[src/rtl/tiny_dnn_pkg.sv]
// Shared types and helpers for the tiny_dnn backward-pass stages.
package tiny_dnn_pkg;

  typedef enum logic [1:0] {
    IDLE,
    CLEAR,
    SCATTER,
    FIN
  } unpool_state_t;

  localparam int UNPOOL_AW = 16;

  // Number of words in the un-pooled (2x2 expanded) gradient map.
  function automatic logic [UNPOOL_AW-1:0] map_words(input logic [4:0] ow,
                                                     input logic [4:0] oh);
    logic [UNPOOL_AW-1:0] prod;
    prod = UNPOOL_AW'(ow) * UNPOOL_AW'(oh);
    return prod << 2;
  endfunction

endpackage

[src/rtl/tiny_dnn_unpool.sv]
// Max-unpool backward stage: zero-clears the dense gradient map in scratch
// RAM, then scatters each window gradient to its argmax address pp.
import tiny_dnn_pkg::*;

module tiny_dnn_unpool #(
  parameter int AW = UNPOOL_AW,
  parameter int DW = 16
) (
  input  logic          clk,
  input  logic          xrst,
  input  logic          start,
  input  logic [4:0]    ow,
  input  logic [4:0]    oh,
  input  logic          in_valid,
  output logic          in_ready,
  input  logic [AW-1:0] pp,
  input  logic [DW-1:0] gd,
  output logic          busy,
  output logic          done,
  output logic          err,
  output logic          wr_en,
  output logic [AW-1:0] wr_addr,
  output logic [DW-1:0] wr_data
);

  unpool_state_t state_q, state_d;
  logic [AW-1:0] nb_q, nb_d;
  logic [AW-1:0] nw_q, nw_d;
  logic [AW-1:0] beats_q, beats_d;
  logic          err_q, err_d;
  logic          wr_en_q, wr_en_d;
  logic [AW-1:0] wr_addr_q, wr_addr_d;
  logic [DW-1:0] wr_data_q, wr_data_d;
  logic          accept;

  assign in_ready = (state_q == SCATTER) && (beats_q < nb_q);
  assign accept   = in_ready && in_valid;
  assign busy     = (state_q != IDLE);
  assign done     = (state_q == FIN);
  assign err      = err_q;
  assign wr_en    = wr_en_q;
  assign wr_addr  = wr_addr_q;
  assign wr_data  = wr_data_q;

  // Next-state logic; the clear sweep reuses wr_addr_q as its address counter.
  always_comb begin
    state_d   = state_q;
    nb_d      = nb_q;
    nw_d      = nw_q;
    beats_d   = beats_q;
    err_d     = err_q;
    wr_en_d   = 1'b0;
    wr_addr_d = wr_addr_q;
    wr_data_d = wr_data_q;
    case (state_q)
      IDLE: begin
        if (start) begin
          nb_d    = AW'(ow) * AW'(oh);
          nw_d    = AW'(map_words(ow, oh));
          beats_d = '0;
          err_d   = 1'b0;
          if ((ow == 5'd0) || (oh == 5'd0)) begin
            state_d = FIN;
          end else begin
            state_d   = CLEAR;
            wr_en_d   = 1'b1;
            wr_addr_d = '0;
            wr_data_d = '0;
          end
        end
      end
      CLEAR: begin
        if (wr_addr_q == nw_q - AW'(1)) begin
          state_d = SCATTER;
        end else begin
          wr_en_d   = 1'b1;
          wr_addr_d = wr_addr_q + AW'(1);
          wr_data_d = '0;
        end
      end
      SCATTER: begin
        if (accept) begin
          beats_d = beats_q + AW'(1);
          if (pp < nw_q) begin
            wr_en_d   = 1'b1;
            wr_addr_d = pp;
            wr_data_d = gd;
          end else begin
            err_d = 1'b1;
          end
          if (beats_q + AW'(1) == nb_q) begin
            state_d = FIN;
          end
        end
      end
      FIN: begin
        state_d = IDLE;
      end
      default: begin
        state_d = IDLE;
      end
    endcase
  end

  // State and output registers with synchronous active-low reset.
  always_ff @(posedge clk) begin
    if (!xrst) begin
      state_q   <= IDLE;
      nb_q      <= '0;
      nw_q      <= '0;
      beats_q   <= '0;
      err_q     <= 1'b0;
      wr_en_q   <= 1'b0;
      wr_addr_q <= '0;
      wr_data_q <= '0;
    end else begin
      state_q   <= state_d;
      nb_q      <= nb_d;
      nw_q      <= nw_d;
      beats_q   <= beats_d;
      err_q     <= err_d;
      wr_en_q   <= wr_en_d;
      wr_addr_q <= wr_addr_d;
      wr_data_q <= wr_data_d;
    end
  end

endmodule

[config.mk]
export PLATFORM = sky130hd
export DESIGN_NAME = tiny_dnn_unpool
export DESIGN_NICKNAME = d
export VERILOG_FILES = /design/src/rtl/tiny_dnn_pkg.sv /design/src/rtl/tiny_dnn_unpool.sv
export SDC_FILE = /design/constraint.sdc
export NUM_CORES = 1
export LEC_CHECK = 0
export CAP_MARGIN = 30
export CORE_UTILIZATION = 56
export CTS_BUF_LIST = sky130_fd_sc_hd__clkbuf_8
export DETAILED_ROUTE_END_ITERATION = 8
export GPL_TIMING_DRIVEN = 0
export HOLD_SLACK_MARGIN = 0.02
export PLACE_DENSITY = 0.84
export REMOVE_ABC_BUFFERS = 1
export SKIP_LAST_GASP = 1
export SYNTH_ARGS = -nofsm -noshare
export SYNTH_HDL_FRONTEND = slang
export SYNTH_SLANG_ARGS = --single-unit
[constraint.sdc]
create_clock -name clk -period 5.2 [get_ports clk]
set_clock_uncertainty 0.1 [all_clocks]
set_input_delay 1.04 -clock clk [delete_from_list [all_inputs] [get_ports clk]]
set_output_delay 1.04 -clock clk [all_outputs]
set_load 0.01 [all_outputs]
==> results.py, run 1 <==
metrics = {
    "synthesis": {
        "synth_ff_type": "dfxtp_1",
        "synth.largest_area_cell": "dfxtp_1",
        "yosysWarnings": 0,
        "synth.cell_area_um2": 5030,
        "ys_async_sr_fraction_pct": 0,
        "seq_area_frac_synth_pct": 24.7,
        "synth_seq_cells": 62,
        "synthTopCellsByArea": "dfxtp_1 25%, ha_1 11%, nand2_1 7.9%",
        "synth_area_per_cell_um2": 8.01,
        "netlist.area_leader.share_pct": 24.7,
        "netlist_instances": 628,
        "synth_cell_types": 65,
        "synth-edff-count": 0,
    },
    "pwr": {
        "power_frac_clock_pct": 23.5,
        "combPwrFrac_pct": 48.5,
        "power_density_nw_per_um2": 352,
        "seqPwrFrac_pct": 28.0,
        "max-vdd-ir-drop_mv": 0.194,
        "swShare_pct": 40.7,
        "p_sw_uw": 865,
        "cellInternalPower_mw": 1.26,
        "p_leak_nw": 2.35,
    },
    "detailed_routing": {
        "totalWireLength_um": 12500,
        "antenna_left": 0,
        "drt-wirelength-per-cell_um": 15.7,
        "drtPass1Iterations": 5,
        "drt_iter0_drc": 263,
        "viasPerCell": 5.96,
        "drc_errors": 0,
        "via_count": 4755,
    },
    "global_route": {
        "grt_pass1_vias": 4534,
        "grt_pass1_wl_um": 20900,
        "antenna_found_initial": 0,
        "grtUsageTotal_pct": 26.9,
        "grt_overflow": 0,
        "grt_max_degree": 47,
    },
    "worst_setup_path": {
        "critPathMaxFanout": 6,
        "r2r-end": "wr_data[5]$_SDFFE_PN0P_",
        "worst-setup-path-type": "in -> reg",
        "r2r-start": "state_q[0]$_SDFFE_PN0P_",
        "critPathCaptureType": "register",
        "cp.required_ns": 5.36,
        "startpoint": "ow[0]",
        "cp.arrival_ns": 4.67,
        "worstSetupStartpointType": "input pin",
        "reg2regPathDepth": 8,
        "reg2reg_slack_ns": 1.90,
    },
    "timing": {
        "min_period_over_period_pct": 86.9,
        "fin_crit_ns": 4.52,
        "tns_ns": 0,
        "setup_viol": 0,
        "timing.fmax_mhz": 221,
        "hold_viol_final": 0,
        "whs_ns": 0.361,
        "slew_headroom_pct": 42.0,
        "rsz0062_at_grt": "no",
        "fin_ws_ns": 0.684,
        "worst_slew_pin_slew_ns": 0.870,
        "slew_violations": 0,
    },
    "clock_network": {
        "cts.reportedPaths.clkPinSlew_ns": 0.07,
        "clkLatencyLatePin_ns": 0.35,
        "cts.sinks": 62,
        "htreeDepth": 3,
        "clock-root-buffer": "clkbuf_8",
        "cts_tree": "built",
        "postCtsSetupRepairBufs": 0,
        "cts_hold_buf": 0,
        "cts_repair_resize_count": 0,
        "clockBufferDepth": 2,
        "numCtsBuffers": 9,
    },
    "hold_path": {
        "min-delay-path-class": "reg -> reg",
        "hold_path_depth": 2,
        "hold_end": "wr_data[0]$_SDFFE_PN0P_",
        "hp-start": "wr_data[0]$_SDFFE_PN0P_",
    },
    "cells_and_area": {
        "ff_latch_area_um2": 1240,
        "most-common-layout-cells": "106 x nand2_1, 81 x clkdlybuf4s50_1, 62 x dfxtp_1, 43 x ha_1, 42 x nand3_1",
        "fill_cells": 668,
        "multiInputGateArea_um2": 3440,
        "area_delta_synth_final_pct": 19.9,
        "layout.cells.non_filler": 798,
        "antenna_cells": 0,
        "final_common_cell": "nand2_1",
        "drive_gt1_share_pct": 5.36,
        "nets": 784,
    },
    "floorplan": {
        "fp.coreArea_um2": 8720,
        "dieArea_um2": 9360,
        "row_count": 34,
        "num_io_pins": 83,
        "dieWidth_um": 96.8,
        "start_util_pct": 57.7,
        "die_h_um": 96.8,
    },
    "place": {
        "portBuffers": 82,
        "place_ws_ns": 0.325,
        "gp_congestion": 0.923,
        "dp_hpwl_um": 9220,
        "dp.cells": 782,
    },
    "job": {
        "maxCapViolations": 0,
    },
    "run_status": {
        "status": "finished, final reports clean",
    },
}
power by group through the flow:
stage | logic (mW) | clock network [mW] | registers, mW
after floorplan | 0.717 | 0 | 0.595
after global placement | 0.978 | 0 | 0.601
after detailed placement | 1.02 | 0 | 0.604
after CTS | 1.03 | 0.502 | 0.593
after global routing | 1.13 | 0.524 | 0.602
final | 1.03 | 0.500 | 0.594
stage by stage:
step                      util (%)  cell area, µm²  power (mW)
final                         69.1            6030        2.12
after global routing          69.1            6030        2.26
after CTS                     69.1            6030        2.12
after detailed placement      66.5            5800        1.62
after global placement        66.2            5770        1.58
after floorplan                  -            4810        1.31
kinds of logic (layout without fill, tap and decap cells):
kind of cell | count (synthesis) | in the layout | synth area share [%]
DFF | 62 | 62 | 24.7
xor gates and xnor gates | 44 | 44 | 7.81
and+or+nand+nor | 253 | 253 | 25.6
adders and majority gates | 53 | 53 | 14.5
AOI/OAI and AO/OA | 112 | 112 | 14.4
muxes | 31 | 31 | 6.17
buffers and inverters | 73 | 135 | 6.87
synth_stat cells (7+ instances only):
library cell and n:
inv_1 34, dfxtp_1 62, and2_1 25, and3_1 10
ha_1 44, or3_1 7, nand2_1 106, nand3_1 42
nor2_1 15, xnor2_1 28, fa_1 9, o21ai_0 27
a21oi_1 31, clkbuf_1 28, nand4_1 11, mux2i_1 31
o31ai_1 8, nor3_1 8, xor2_1 15
worst max path at each step:
stage                                 end  slack, ns
global route        nw_q[11]$_SDFFE_PN0P_       0.39
detailed placement  nw_q[11]$_SDFFE_PN0P_       0.32
CTS                 nw_q[11]$_SDFFE_PN0P_       0.68
finish              nw_q[11]$_SDFFE_PN0P_       0.68
global placement    nw_q[11]$_SDFFE_PN0P_       0.34
floorplan           nw_q[11]$_SDFFE_PN0P_       1.08
flip-flops by register name, indices dropped and copies added, names as in the netlist:
signal	count
wr_addr	16
beats_q	16
err	1
nw_q	10
wr_en	1
state_q	2
wr_data	16
routing by layer:
metal	GRT usage [%]	share of wire, %	vias up
li1	-	-	2313
met1	32.7	43	2224
met2	45.7	48	187
met3	5.35	6.3	31
met4	12.2	3.0	0
met5	0	0	-
critical path: stages:
cell and delay (ns):
clkdlybuf4s50_1 0.57, nand2_1 0.12, fa_1 0.51, fa_1 0.52, fa_1 0.54, inv_1 0.04, ha_1 0.32, a21oi_1 0.21
o21bai_1 0.09, a21oi_1 0.21, o21ai_0 0.14, xor2_1 0.15, a211oi_1 0.22
cell type report:
class | instances | area share [%]
multi-input cells | 493 | 57.1
well taps | 108 | 2.24
clock buffers | 11 | 2.51
flip-flops and latches | 62 | 20.6
repair buffers | 84 | 14.0
clock inverters | 5 | 1.35
inverters | 35 | 2.18
Power figures use the tool's default switching activity.
==> run 2, diff against run 1 <==
ABC_CLOCK_PERIOD_IN_PS = 5200   (was not set)
==> results of run 2 <==
The final DEF is identical to that of run 1; final timing and power are the same.
